$ cat config.mk
export PLATFORM = sky130hd
export DESIGN_NAME = nano_ctrl_seq_flat
export DESIGN_NICKNAME = d
export VERILOG_FILES = /design/src/rtl/nano_ctrl_seq_if.sv /design/src/rtl/nano_ctrl_seq.sv /design/src/flat_wrapper.sv
export SDC_FILE = /design/constraint.sdc
export NUM_CORES = 1
export LEC_CHECK = 0
export ABC_AREA = 0
export BUFFER_PORTS_ARGS = -buffer_cell sky130_fd_sc_hd__buf_2
export CORE_ASPECT_RATIO = 1.4
export CORE_MARGIN = 2
export CORE_UTILIZATION = 30
export CTS_CLUSTER_DIAMETER = 200
export DETAILED_ROUTE_END_ITERATION = 6
export GPL_ROUTABILITY_DRIVEN = 0
export PLACE_DENSITY = 0.57
export SKIP_LAST_GASP = 1
export SYNTH_ARGS = -nofsm -noshare
export SYNTH_HDL_FRONTEND = slang
export SYNTH_SLANG_ARGS = --single-unit
$ cat constraint.sdc
create_clock -name clk -period 3.9 [get_ports clk]
set_clock_uncertainty 0.15 [all_clocks]
set_input_delay 0.585 -clock clk [delete_from_list [all_inputs] [get_ports clk]]
set_output_delay 0.585 -clock clk [all_outputs]
set_load 0.05 [all_outputs]
$ cat src/rtl/nano_ctrl_seq_if.sv
// Memory-side bus of the nanoprocessor sequencer: RAM data/ready handshake
// plus the read/write requests and the address-mux select.
interface nano_ctrl_seq_if #(
  parameter int DATA_W = 8
) ();
  logic [DATA_W-1:0] mem_data;
  logic              mem_ready;
  logic              mem_re;
  logic              mem_we;
  logic              addr_sel;

  modport master (
    input  mem_data,
    input  mem_ready,
    output mem_re,
    output mem_we,
    output addr_sel
  );

  modport slave (
    output mem_data,
    output mem_ready,
    input  mem_re,
    input  mem_we,
    input  addr_sel
  );
endinterface

$ cat src/rtl/nano_ctrl_seq.sv
// Fetch-fetch-execute instruction sequencer for the 8-bit nanoprocessor, with an
// optional mem_ready watchdog that parks the core in HALT with a sticky bus_error.
module nano_ctrl_seq #(
  parameter int DATA_W       = 8,
  parameter int WAIT_TIMEOUT = 0
) (
  input  logic              clk,
  input  logic              reset,
  nano_ctrl_seq_if.master   mem,
  input  logic              z_flag,
  input  logic              c_flag,
  output logic              inc_PC,
  output logic              load_PC,
  output logic              load_ADDR,
  output logic              load_ACC,
  output logic              load_FLAGS,
  output logic [2:0]        alu_op,
  output logic [DATA_W-1:0] opcode,
  output logic              halted,
  output logic              bus_error,
  output logic              illegal_op
);

  typedef enum logic [1:0] {
    FETCH_OP   = 2'd0,
    FETCH_ADDR = 2'd1,
    EXEC       = 2'd2,
    HALT       = 2'd3
  } state_e;

  localparam int               CNT_W     = (WAIT_TIMEOUT > 0) ? $clog2(WAIT_TIMEOUT + 1) : 1;
  localparam logic [CNT_W-1:0] TIMEOUT_C = CNT_W'(WAIT_TIMEOUT);

  localparam logic [DATA_W-1:0] OP_NOP   = DATA_W'(8'h00);
  localparam logic [DATA_W-1:0] OP_LOAD  = DATA_W'(8'h01);
  localparam logic [DATA_W-1:0] OP_STORE = DATA_W'(8'h02);
  localparam logic [DATA_W-1:0] OP_ADD   = DATA_W'(8'h03);
  localparam logic [DATA_W-1:0] OP_SUB   = DATA_W'(8'h04);
  localparam logic [DATA_W-1:0] OP_AND   = DATA_W'(8'h05);
  localparam logic [DATA_W-1:0] OP_OR    = DATA_W'(8'h06);
  localparam logic [DATA_W-1:0] OP_XOR   = DATA_W'(8'h07);
  localparam logic [DATA_W-1:0] OP_JMP   = DATA_W'(8'h08);
  localparam logic [DATA_W-1:0] OP_JZ    = DATA_W'(8'h09);
  localparam logic [DATA_W-1:0] OP_JC    = DATA_W'(8'h0A);
  localparam logic [DATA_W-1:0] OP_HALT  = DATA_W'(8'h0F);

  state_e            state_q, state_d;
  logic [DATA_W-1:0] opcode_q, opcode_d;
  logic [CNT_W-1:0]  wait_cnt_q, wait_cnt_d;
  logic              bus_error_q, bus_error_d;

  logic addr_sel_c;
  logic mem_re_c;
  logic mem_we_c;
  logic mem_wait;

  always_ff @(posedge clk) begin
    if (reset) begin
      state_q     <= FETCH_OP;
      opcode_q    <= '0;
      wait_cnt_q  <= '0;
      bus_error_q <= 1'b0;
    end else begin
      state_q     <= state_d;
      opcode_q    <= opcode_d;
      wait_cnt_q  <= wait_cnt_d;
      bus_error_q <= bus_error_d;
    end
  end

  always_comb begin
    state_d     = state_q;
    opcode_d    = opcode_q;
    wait_cnt_d  = '0;
    bus_error_d = bus_error_q;
    inc_PC      = 1'b0;
    load_PC     = 1'b0;
    load_ADDR   = 1'b0;
    load_ACC    = 1'b0;
    load_FLAGS  = 1'b0;
    alu_op      = 3'd0;
    illegal_op  = 1'b0;
    addr_sel_c  = 1'b0;
    mem_re_c    = 1'b0;
    mem_we_c    = 1'b0;
    mem_wait    = 1'b0;

    case (state_q)
      FETCH_OP: begin
        mem_re_c = 1'b1;
        mem_wait = 1'b1;
        if (mem.mem_ready) begin
          opcode_d = mem.mem_data;
          inc_PC   = 1'b1;
          state_d  = FETCH_ADDR;
        end
      end
      FETCH_ADDR: begin
        mem_re_c = 1'b1;
        mem_wait = 1'b1;
        if (mem.mem_ready) begin
          load_ADDR = 1'b1;
          inc_PC    = 1'b1;
          state_d   = EXEC;
        end
      end
      EXEC: begin
        case (opcode_q)
          OP_LOAD, OP_ADD, OP_SUB, OP_AND, OP_OR, OP_XOR: begin
            addr_sel_c = 1'b1;
            mem_re_c   = 1'b1;
            mem_wait   = 1'b1;
            case (opcode_q)
              OP_ADD:  alu_op = 3'd1;
              OP_SUB:  alu_op = 3'd2;
              OP_AND:  alu_op = 3'd3;
              OP_OR:   alu_op = 3'd4;
              OP_XOR:  alu_op = 3'd5;
              default: alu_op = 3'd0;
            endcase
            if (mem.mem_ready) begin
              load_ACC   = 1'b1;
              load_FLAGS = 1'b1;
              state_d    = FETCH_OP;
            end
          end
          OP_STORE: begin
            addr_sel_c = 1'b1;
            mem_we_c   = 1'b1;
            mem_wait   = 1'b1;
            if (mem.mem_ready) begin
              state_d = FETCH_OP;
            end
          end
          OP_JMP: begin
            load_PC = 1'b1;
            state_d = FETCH_OP;
          end
          OP_JZ: begin
            load_PC = z_flag;
            state_d = FETCH_OP;
          end
          OP_JC: begin
            load_PC = c_flag;
            state_d = FETCH_OP;
          end
          OP_NOP: begin
            state_d = FETCH_OP;
          end
          OP_HALT: begin
            state_d = HALT;
          end
          default: begin
            illegal_op = 1'b1;
            state_d    = FETCH_OP;
          end
        endcase
      end
      default: begin
      end
    endcase

    // The request stays up in the expiry cycle; only the state change and error flag differ.
    if ((WAIT_TIMEOUT > 0) && mem_wait && !mem.mem_ready) begin
      if (wait_cnt_q == TIMEOUT_C) begin
        bus_error_d = 1'b1;
        state_d     = HALT;
      end else begin
        wait_cnt_d = wait_cnt_q + CNT_W'(1);
      end
    end

    if (reset) begin
      inc_PC     = 1'b0;
      load_PC    = 1'b0;
      load_ADDR  = 1'b0;
      load_ACC   = 1'b0;
      load_FLAGS = 1'b0;
      alu_op     = 3'd0;
      illegal_op = 1'b0;
      addr_sel_c = 1'b0;
      mem_re_c   = 1'b0;
      mem_we_c   = 1'b0;
    end
  end

  assign mem.addr_sel = addr_sel_c;
  assign mem.mem_re   = mem_re_c;
  assign mem.mem_we   = mem_we_c;
  assign opcode       = reset ? '0 : opcode_q;
  assign halted       = !reset && (state_q == HALT);
  assign bus_error    = !reset && bus_error_q;

endmodule

$ cat src/flat_wrapper.sv
// flat-port wrapper written by rule: the top's interface ports become plain ports
module nano_ctrl_seq_flat 
#(
  parameter int DATA_W       = 8,
  parameter int WAIT_TIMEOUT = 0
)
  (clk, reset, z_flag, c_flag, inc_PC, load_PC, load_ADDR, load_ACC, load_FLAGS, alu_op, opcode, halted, bus_error, illegal_op, mem_mem_data, mem_mem_ready, mem_mem_re, mem_mem_we, mem_addr_sel);
  nano_ctrl_seq_if #(.DATA_W(DATA_W)) mem_i ();
  input  logic clk;
  input  logic reset;
  input  logic z_flag;
  input  logic c_flag;
  output logic inc_PC;
  output logic load_PC;
  output logic load_ADDR;
  output logic load_ACC;
  output logic load_FLAGS;
  output logic [2:0] alu_op;
  output logic [DATA_W-1:0] opcode;
  output logic halted;
  output logic bus_error;
  output logic illegal_op;
  input wire logic [$bits(mem_i.mem_data)-1:0] mem_mem_data;
  input wire logic [$bits(mem_i.mem_ready)-1:0] mem_mem_ready;
  output wire logic [$bits(mem_i.mem_re)-1:0] mem_mem_re;
  output wire logic [$bits(mem_i.mem_we)-1:0] mem_mem_we;
  output wire logic [$bits(mem_i.addr_sel)-1:0] mem_addr_sel;
  assign mem_i.mem_data = mem_mem_data;
  assign mem_i.mem_ready = mem_mem_ready;
  assign mem_mem_re = mem_i.mem_re;
  assign mem_mem_we = mem_i.mem_we;
  assign mem_addr_sel = mem_i.addr_sel;
  nano_ctrl_seq #(.DATA_W(DATA_W), .WAIT_TIMEOUT(WAIT_TIMEOUT)) u_core (.clk(clk), .reset(reset), .mem(mem_i), .z_flag(z_flag), .c_flag(c_flag), .inc_PC(inc_PC), .load_PC(load_PC), .load_ADDR(load_ADDR), .load_ACC(load_ACC), .load_FLAGS(load_FLAGS), .alu_op(alu_op), .opcode(opcode), .halted(halted), .bus_error(bus_error), .illegal_op(illegal_op));
endmodule
==> metrics.csv <==
metric;value;unit
outcome;complete, no violations;
die area;0.00288;sq mm
most numerous cell in the Yosys netlist;nand2_1;
pin count of the biggest net entering global routing;25;
DP HPWL;1420;microns
Switching Power;206;uW
sequential-to-total area share from yosys stat;0.271;
Max Clock Freq;357;MHz
final hold vios;0;
initial antenna violation count;0;
WL met1;862;microns
GRT Total Usage;0.138;
final setup TNS;0;ps
crit share post-route;0.717;
root buffer cell;clkbuf_4;
routed wl met3;98;microns
Peak VDD IR;0.000237;V
layout cells sized above 1;0.308;
Synth Area in Adders;0.0847;
total number of vias;799;
Synth Area in Simple Gates;0.359;
Core Rows;21;
Clock Pin Slew Worst Setup and Hold Paths;70;ps
Setup crit end;alu_op[0];
Synth cell types;30;
core area;0.00236;sq mm
MaxCap Viol Count;0;
# port buffers;33;
Post-Syn Nets;119;
Critical Path Start;u_core.opcode_q[5]$_SDFFE_PP0P_;
compound-cell area share of the yosys netlist;0.158;
Syn Std Cell Area;738;sq um
initial DRC count;12;
Synth Area in XOR/XNOR;0.0119;
worst hold path type;reg -> reg;
switching portion of total power;0.444;
drt wl/cell;12.2;microns
starting density of the core;0.312;
worst-margin pin slew;632;ps
number of top-level pins;35;
Crit. End Element;output port;
Crit Path Category;reg -> out;
Seq pwr share;0.319;
clock sink count;10;
unrepaired setup endpoints after global routing;no;
Synth area leader;dfxtp_1;
Slew Viols, Final;0;
# hold bufs at CTS;0;
Diodes inserted;0;
Avg Cell Area, Syn;7.31;sq um
Async S/R FF share, synth;0;
post-route ant nets;0;
first drt pass iteration count;4;
crit path max fanout;4;
reg2reg start;u_core.state_q[0]$_SDFFE_PP0P_;
Worst-Skew Late Latency;260;ps
Clk network pwr share;0.197;
multiplexer share of the synthesized area;0.0339;
Pint;258;uW
endpoints failing setup;0;
Num CTS Buffers;3;
hold wc startpoint;u_core.opcode_q[5]$_SDFFE_PP0P_;
gr ovfl total;0;
CTS Buffer Depth;2;
fin nets;149;
reg2reg path depth;6;
PostCTS Resize Cnt;0;
Die W;45.9;microns
drc violations;0;
Via-to-Cell Ratio;5.22;
Crit path required time;3160;ps
H-Tree Depth;1;
slew margin rel.;0.575;
vias in the first global route;674;
min cycle time layout;2800;ps
first-pass GRT wire length;3010;microns
final core occ;0.394;
CP startpoint kind;flop;
Synth Warn #;0;
synthesized flop and latch total;10;
Cells after Synth;101;
largest family of logic cells by synthesized area;simple AND/OR/NAND/NOR gates;
top cells by area, synth;dfxtp_1 (27%), ha_1 (8.5%), a21oi_1 (7.5%), nor2b_1 (6.8%), nand2_1 (6.1%);
Main synth FF type;dfxtp_1;
TritonCTS clock tree;built;
Worst R2R End;u_core.state_q[0]$_SDFFE_PP0P_;
Area Growth Syn to Fin;26.1;%
postcts setup bufs;0;
Die Span Y;62.7;microns
P per Cell Area;499;mW/mm^2
Comb pwr share;0.484;
met2 wire len;886;microns
reg-to-reg setup timing slack;1910;ps
number of flops mapped to enable cells by yosys;0;
top cell type's share of synthesized area;0.271;
P_leak;0.457;nW
most frequent cells after synthesis;nand2_1 (12), a21oi_1 (11), dfxtp_1 (10);
Routed WL;1870;microns
Arr. time, crit path;2060;ps
Top Metal Used;met4;
## per-stage QoR
| stage | cell area [sq um] | hold slack [ps] | power, mW | instances | worst slack, ps |
|---|---|---|---|---|---|
| finish | 931 | 344 | 0.464 | 153 | 1100 |
| detailed placement | 895 | 336 | 0.375 | 149 | 1390 |
| global route | 931 | 373 | 0.503 | 153 | 938 |
| CTS | 931 | 349 | 0.469 | 153 | 1090 |
| global placement | 895 | 322 | 0.372 | 149 | 1440 |
| floorplan | 738 | 307 | 0.326 | 101 | 120 |
## layout by cell type, fill, tap and decap left out, types with 2 or more instances in the layout
cell / count
a21oi_1: 11
nor4_1: 2
dfxtp_1: 10
ha_1: 5
nor2b_1: 8
nand3_1: 8
nand2_1: 12
nor2_1: 9
nor4b_1: 3
clkbuf_4: 3
and3_1: 3
inv_1: 5
buf_2: 33
## cell type report
| type | instances | area [sq um] |
|---|---|---|
| Inverter | 5 | 18.8 |
| Fill cell | 281 | 1430 |
| Clock buffer | 4 | 36.3 |
| Multi-Input combinational cell | 78 | 482 |
| Tap cell | 23 | 28.8 |
| Timing Repair Buffer | 33 | 165 |
| Sequential cell | 10 | 200 |
## critical path, stage by stage (launching register included)
cell     delay, ps
dfxtp_1        330
or4_4          560
nor2_1         190
o21ai_0        160
nor4b_1        250
buf_2          310
## how the worst min path moves through the flow
stage                                                  to  cells past startpoint
final                     u_core.opcode_q[5]$_SDFFE_PP0P_                      2
after global routing      u_core.opcode_q[5]$_SDFFE_PP0P_                      2
after CTS                 u_core.opcode_q[5]$_SDFFE_PP0P_                      2
after detailed placement  u_core.opcode_q[6]$_SDFFE_PP0P_                      2
after global placement    u_core.opcode_q[6]$_SDFFE_PP0P_                      2
after floorplan           u_core.opcode_q[4]$_SDFFE_PP0P_                      2
## state kept, by name, indices dropped and copies added, names as in the netlist
register         cells
u_core.state_q       2
u_core.opcode_q      8
## power by group through the flow
| stage | Clock, mW | Sequential, mW | Combinational (mW) |
|---|---|---|---|
| after floorplan | 0 | 0.137 | 0.190 |
| after global placement | 0 | 0.148 | 0.224 |
| after detailed placement | 0 | 0.151 | 0.224 |
| after CTS | 0.0950 | 0.148 | 0.225 |
| after global routing | 0.102 | 0.152 | 0.249 |
| final | 0.0913 | 0.148 | 0.225 |
## layer usage
metal	vias to the layer above	track usage
met5	-	0
met4	0	0.0750
met3	2	0.0173
met2	29	0.189
met1	363	0.201
li1	405	-
## logic make-up after synthesis
| kind of cell | Yosys count |
|---|---|
| and+or+nand+nor | 50 |
| other | 1 |
| adders and majority gates | 5 |
| buffers and inverters | 13 |
| muxes | 2 |
| DFF | 10 |
| xor gates and xnor gates | 1 |
| AOI/OAI and AO/OA | 19 |
No activity file was read; power rests on OpenSTA's default activity.
